==> config.mk <==
export PLATFORM = sky130hd
export DESIGN_NAME = gf_2to128_digit_step
export DESIGN_NICKNAME = d
export VERILOG_FILES = /design/src/rtl/ghash_pkg.sv /design/src/rtl/gf_2to128_digit_step.sv
export SDC_FILE = /design/constraint.sdc
export NUM_CORES = 1
export LEC_CHECK = 0
export ABC_AREA = 1
export CAP_MARGIN = 15
export CELL_PAD_IN_SITES_DETAIL_PLACEMENT = 1
export CELL_PAD_IN_SITES_GLOBAL_PLACEMENT = 1
export CORE_MARGIN = 4
export CORE_UTILIZATION = 35
export DETAILED_ROUTE_END_ITERATION = 8
export MAX_ROUTING_LAYER = met4
export PLACE_DENSITY_LB_ADDON = 0.1
export RECOVER_POWER = 100
export SYNTH_ARGS = -nofsm -noshare
export SYNTH_HDL_FRONTEND = slang
export SYNTH_SLANG_ARGS = --single-unit
export TNS_END_PERCENT = 100
==> constraint.sdc <==
create_clock -name vclk -period 3.3
set_clock_uncertainty 0.15 [all_clocks]
set_input_delay 0.66 -clock vclk [all_inputs]
set_output_delay 0.66 -clock vclk [all_outputs]
set_load 0.02 [all_outputs]
==> src/rtl/ghash_pkg.sv <==
// Shared definitions for the GCM receive-side tag checker: block width,
// reduction constant, FSM encoding and configuration legality check.
package ghash_pkg;

  localparam int NB_DATA = 128;

  // x^128 + x^7 + x^2 + x + 1 in GCM's reflected bit order
  localparam logic [NB_DATA-1:0] R_X = {8'he1, 120'd0};

  typedef enum logic [1:0] {
    IDLE      = 2'd0,
    WAIT_DATA = 2'd1,
    MULT      = 2'd2,
    CHECK     = 2'd3
  } state_t;

  function automatic bit bad_conf(input int nb_data, input int nb_digit);
    bit digit_ok;
    digit_ok = (nb_digit == 1)  || (nb_digit == 2)  || (nb_digit == 4)  ||
               (nb_digit == 8)  || (nb_digit == 16) || (nb_digit == 32) ||
               (nb_digit == 64) || (nb_digit == 128);
    return (nb_data != NB_DATA) || !digit_ok;
  endfunction

endpackage

==> src/rtl/gf_2to128_digit_step.sv <==
// Combinational GF(2^128) multiply step: folds NB_DIGIT bits of X (MSB first)
// into the running product Z while advancing the shifted multiplicand V.
module gf_2to128_digit_step
  import ghash_pkg::*;
#(
  parameter int NB_DIGIT = 8
) (
  input  logic [NB_DIGIT-1:0] i_x_digit,
  input  logic [NB_DATA-1:0]  i_z,
  input  logic [NB_DATA-1:0]  i_v,
  output logic [NB_DATA-1:0]  o_z,
  output logic [NB_DATA-1:0]  o_v
);

  logic [NB_DATA-1:0] z_acc;
  logic [NB_DATA-1:0] v_acc;

  always_comb begin
    z_acc = i_z;
    v_acc = i_v;
    for (int i = 0; i < NB_DIGIT; i++) begin
      if (i_x_digit[NB_DIGIT-1-i]) z_acc = z_acc ^ v_acc;
      v_acc = (v_acc >> 1) ^ (v_acc[0] ? R_X : '0);
    end
  end

  assign o_z = z_acc;
  assign o_v = v_acc;

endmodule

; ---- Word level (Yosys, flattened, before mapping)
; Cells that the tools add are included.
[totals]
output_inout_bits = 256
elab_cells = 32
reg_bits = 0
[classes]
n_mux = 16
n_bitwise = 16
[ops]
columns = cell, n
row1 = 128-bit two-way mux, 16
row2 = 127-bit by 128-bit XOR with 128-bit output, 8
row3 = 128-bit XOR, 8

; ---- Logic depth before layout (Yosys ltp)
[logic_depth]
word_depth = 16
ltp_mapped = 15
depth_no_buf = 14

; ---- Worst setup path before layout
; No wires, ideal clock.
[synth_path]
kind = input -> output
start = input i_v[2]
end = output o_z[125]
required_ns = 2.490
path_slack_ns = 0.491
t_arrival_ns = 1.999
stages = 12
path_buffers = 1
path_cell_list = buf_2 -> inv_1 -> nand2_1 -> nand2_1 -> nand2_1 -> nand2_1 -> inv_1 -> nand2_1 -> nand3b_1 -> nand2_1 -> nor2_1 -> nor2_1
[synth_via]
elab_chain_len = 14
elab_cells_between_ends = 16
[synth_lines]
columns = item, line_no
row1 = start: declaration, gf_2to128_digit_step.sv:10  ; input logic [NB_DATA-1:0] i_v,
row2 = 127-bit by 128-bit XOR with 128-bit output * (2 in a row), gf_2to128_digit_step.sv:23  ; v_acc = (v_acc >> 1) ^ (v_acc[0] ? R_X : '0);
row3 = 128-bit two-way mux *, gf_2to128_digit_step.sv:23
row4 = 127-bit by 128-bit XOR with 128-bit output *, gf_2to128_digit_step.sv:23
row5 = 128-bit XOR, gf_2to128_digit_step.sv:22  ; if (i_x_digit[NB_DIGIT-1-i]) z_acc = z_acc ^ v_acc;
row6 = 128-bit two-way mux, gf_2to128_digit_step.sv:22
row7 = 128-bit XOR, gf_2to128_digit_step.sv:22
row8 = 128-bit two-way mux, gf_2to128_digit_step.sv:22
row9 = 128-bit XOR, gf_2to128_digit_step.sv:22
row10 = 128-bit two-way mux *, gf_2to128_digit_step.sv:22
row11 = 128-bit XOR, gf_2to128_digit_step.sv:22
row12 = 128-bit two-way mux *, gf_2to128_digit_step.sv:22
row13 = 128-bit XOR, gf_2to128_digit_step.sv:22
row14 = 128-bit two-way mux *, gf_2to128_digit_step.sv:22
row15 = end: declaration, gf_2to128_digit_step.sv:11  ; output logic [NB_DATA-1:0] o_z,
; Mark *: on every way between the ends. The rest lies on a longest branch, timed or not.

; ---- Final worst setup path
[layout_path]
start = input i_v[66]
end = output o_z[60]
[layout_via]
elab_chain_len = 10
[layout_lines]
columns = item, line_no
row1 = 127-bit by 128-bit XOR with 128-bit output * (6 in a row), gf_2to128_digit_step.sv:23
row2 = 128-bit XOR *, gf_2to128_digit_step.sv:22
row3 = 128-bit two-way mux *, gf_2to128_digit_step.sv:22
row4 = 128-bit XOR, gf_2to128_digit_step.sv:22
row5 = 128-bit two-way mux *, gf_2to128_digit_step.sv:22
; Marks and branches as above.

==> run_results.csv <==
group,metric,value,unit
run_status,status,"finished clean",
synthesis,netlist_area,0.0172,mm²
cells_and_area,syn_to_final_growth,46.4,%
worst_setup_path,cp_data_required_time,2.49,ns
floorplanning,initial_core_util,35.7,%
synthesis,yosysTopAreaCellShare,32.6,%
place,place_hpwl,63700,µm
timing,finalHoldViolCount,0,
cells_and_area,drive_above_1_share,14.7,%
worst_setup_path,end_kind,"primary output",
detailed_routing,dr.pass1.iters,5,
floorplanning,die_h,230,µm
worst_setup_path,crit_slowest_cell,"clkdlybuf4s50_1",
cells_and_area,nets,4062,
timing,drv_slew,0,
synthesis,syn_avg_cell_area,5.29,µm²
timing,slew_headroom,68.5,%
detailed_routing,via_count,21051,
power,power.total,6660,µW
grt,grt_pass1_vias,22481,
floorplanning,design.die.area,0.0528,mm²
detailed_routing,viasPerCell,4.71,
grt,track_usage,28.3,%
cells_and_area,regArea,0,µm²
synthesis,synth_top_area_cell,"nand2_1",
timing,fmax,0.306,GHz
power,leakage,0.0132,µW
floorplanning,ios,520,
timing,worst_slew_pin_slew,0.472,ns
floorplanning,core-area,0.0481,mm²
run,maxCapViolations,0,
cts,cts_hold_buf,0,
grt,overflow,0,
place,io_buffers,520,
power,vdd_drop_max,144,µV
synthesis,syn_inst,3253,
timing,worst_hold_slack,2.00,ns
grt,antenna_found_initial,17,
detailed_routing,ant_nets,0,
worst_hold_path,hold_path.class,"in2out",
worst_hold_path,hold-path-endpoint,"o_v[108]",
place,gp_congestion,0.898,
synthesis,seq_area_frac_synth,0,%
synthesis,yosysUniqueCellTypes,21,
worst_setup_path,path_max_fanout,8,
timing,period_needed,3.26,ns
cells_and_area,seq_cells,0,
worst_hold_path,min_path_cells,2,
cells_and_area,instances_no_fill,4470,
synthesis,yosys-top-cells-area,"nand2_1 (33%), xnor2_1 (25%), xor2_1 (19%)",
power,p_per_area,264,mW/mm²
synthesis,ys_warn_count,0,
worst_setup_path,path_cells,"clkdlybuf4s50_1 > buf_4 > nand2_1 > xnor2_1 > xor2_1 > inv_1 > nand2_1 > nand2_1 > inv_1 > dlygate4sd2_1",
cells_and_area,final_common_cell,"nand2_1",
cells_and_area,num-clock-buffers,0,
detailed_routing,drt_wl_total,77100,µm
floorplanning,row_count,80,
detailed_routing,drt_iter0_markers,1109,
floorplanning,die_x,230,µm
worst_hold_path,hold_path_startpoint,"i_v[116]",
worst_setup_path,worst_path_most_repeated_cell,"nand2_1",
cells_and_area,layout_common_cells,"nand2_1 (1486), xnor2_1 (448), inv_1 (412)",
cells_and_area,final_area,0.0252,mm²
grt,grt_pass1_wl,120000,µm
detailed_routing,drc,0,
cells_and_area,fillerInstances,6707,
place,dp_cells,4434,
timing,final.period_utilization,98.9,%
worst_setup_path,max_stage_delay,0.50,ns
detailed_routing,wire_per_inst,17.2,µm
timing,setup_viol,0,
worst_setup_path,crit_arrival,2.45,ns
worst_setup_path,start_kind,"input port",
synthesis,syn-num-nets,3517,
grt,grt_max_degree,39,
place,post_dp_cell_area,0.0249,mm²
worst_setup_path,criticalPathCategory,"in2out",
## kinds of logic (layout without fill, tap and decap cells)
group | count (synthesis) | after routing | share of synthesized area (%)
buffers and inverters | 769 | 1312 | 20.0
XOR/XNOR | 863 | 863 | 44.0
other | 0 | 18 | 0
AND/OR/NAND/NOR | 1608 | 1608 | 35.6
AO/OA/AOI/OAI | 13 | 13 | 0.407
## final cells by class
class	instances	area, µm²	share of cell area (%)
multi-input cells	2484	14200	56.3
repair buffers	891	8570	34.0
inverters	421	1580	6.27
well taps	656	821	3.26
diodes	18	45.0	0.179
## worst max-delay path by stage
stage | startpoint | endpoint | slack [ns] | cells past startpoint
2_1_floorplan | i_v[2] | o_z[125] | 0.49 | 12
3_3_place_gp | i_v[2] | o_z[120] | -0.57 | 14
3_5_place_dp | i_v[2] | o_z[120] | -0.67 | 14
4_1_cts | i_v[117] | o_z[117] | 0.0004 | 10
5_1_grt | i_v[63] | o_z[60] | -0.04 | 10
6_report | i_v[66] | o_z[60] | 0.04 | 10
## worst max-delay path, delay by kind of cell
family	cells	cell delay [ns]
buffers and inverters	5	1.18
xor gates and xnor gates	2	0.40
and+or+nand+nor	3	0.21
## repair_timing
item / 4_1_cts / 5_1_grt
cloned: 0 / 2
setup endpoints to repair: 127 / 120
pin swaps: 23 / 55
setup buffers: 7 / 9
resized for setup: 253 / 233
## cells in the mapped netlist
cell / instances
inv_1: 419
xor2_1: 374
buf_4: 118
xnor2_1: 488
nand2_1: 1495
buf_2: 86
or2_1: 1
o21bai_1: 2
nand4_1: 2
buf_1: 2
nand2_2: 1
clkbuf_1: 142
nor2_1: 51
o21ai_0: 10
nor2_2: 1
a21oi_1: 1
clkinv_1: 2
nand3b_1: 4
xor2_2: 1
nand3_1: 51
or2_2: 2
## metrics by stage
step	util [%]	TNS, ns	worst slack, ns
after global placement	51.7	-30.04	-0.568
after CTS	52.0	0	0.000442
after detailed placement	51.7	-36.31	-0.675
final	52.3	0	0.0355
after global routing	52.3	-0.148	-0.0398
after floorplan	-	0	0.491
## routing by layer
layer / share of wire, % / up-vias / track usage (%)
met5: 0 / - / -
met4: 2.4 / 0 / 6.73
met3: 5.1 / 104 / 3.42
met2: 50 / 549 / 50.6
met1: 42 / 10201 / 33.9
li1: - / 10197 / -
## where the power goes
| part | leakage [µW] | switching (µW) | internal (µW) |
|---|---|---|---|
| clock network | 0.000000114 | 0 | 0.000857 |
| registers | 0 | 0 | 0 |
| logic | 0.0132 | 3920 | 2730 |
| total | 0.0132 | 3920 | 2730 |
Power figures use the tool's default switching activity.
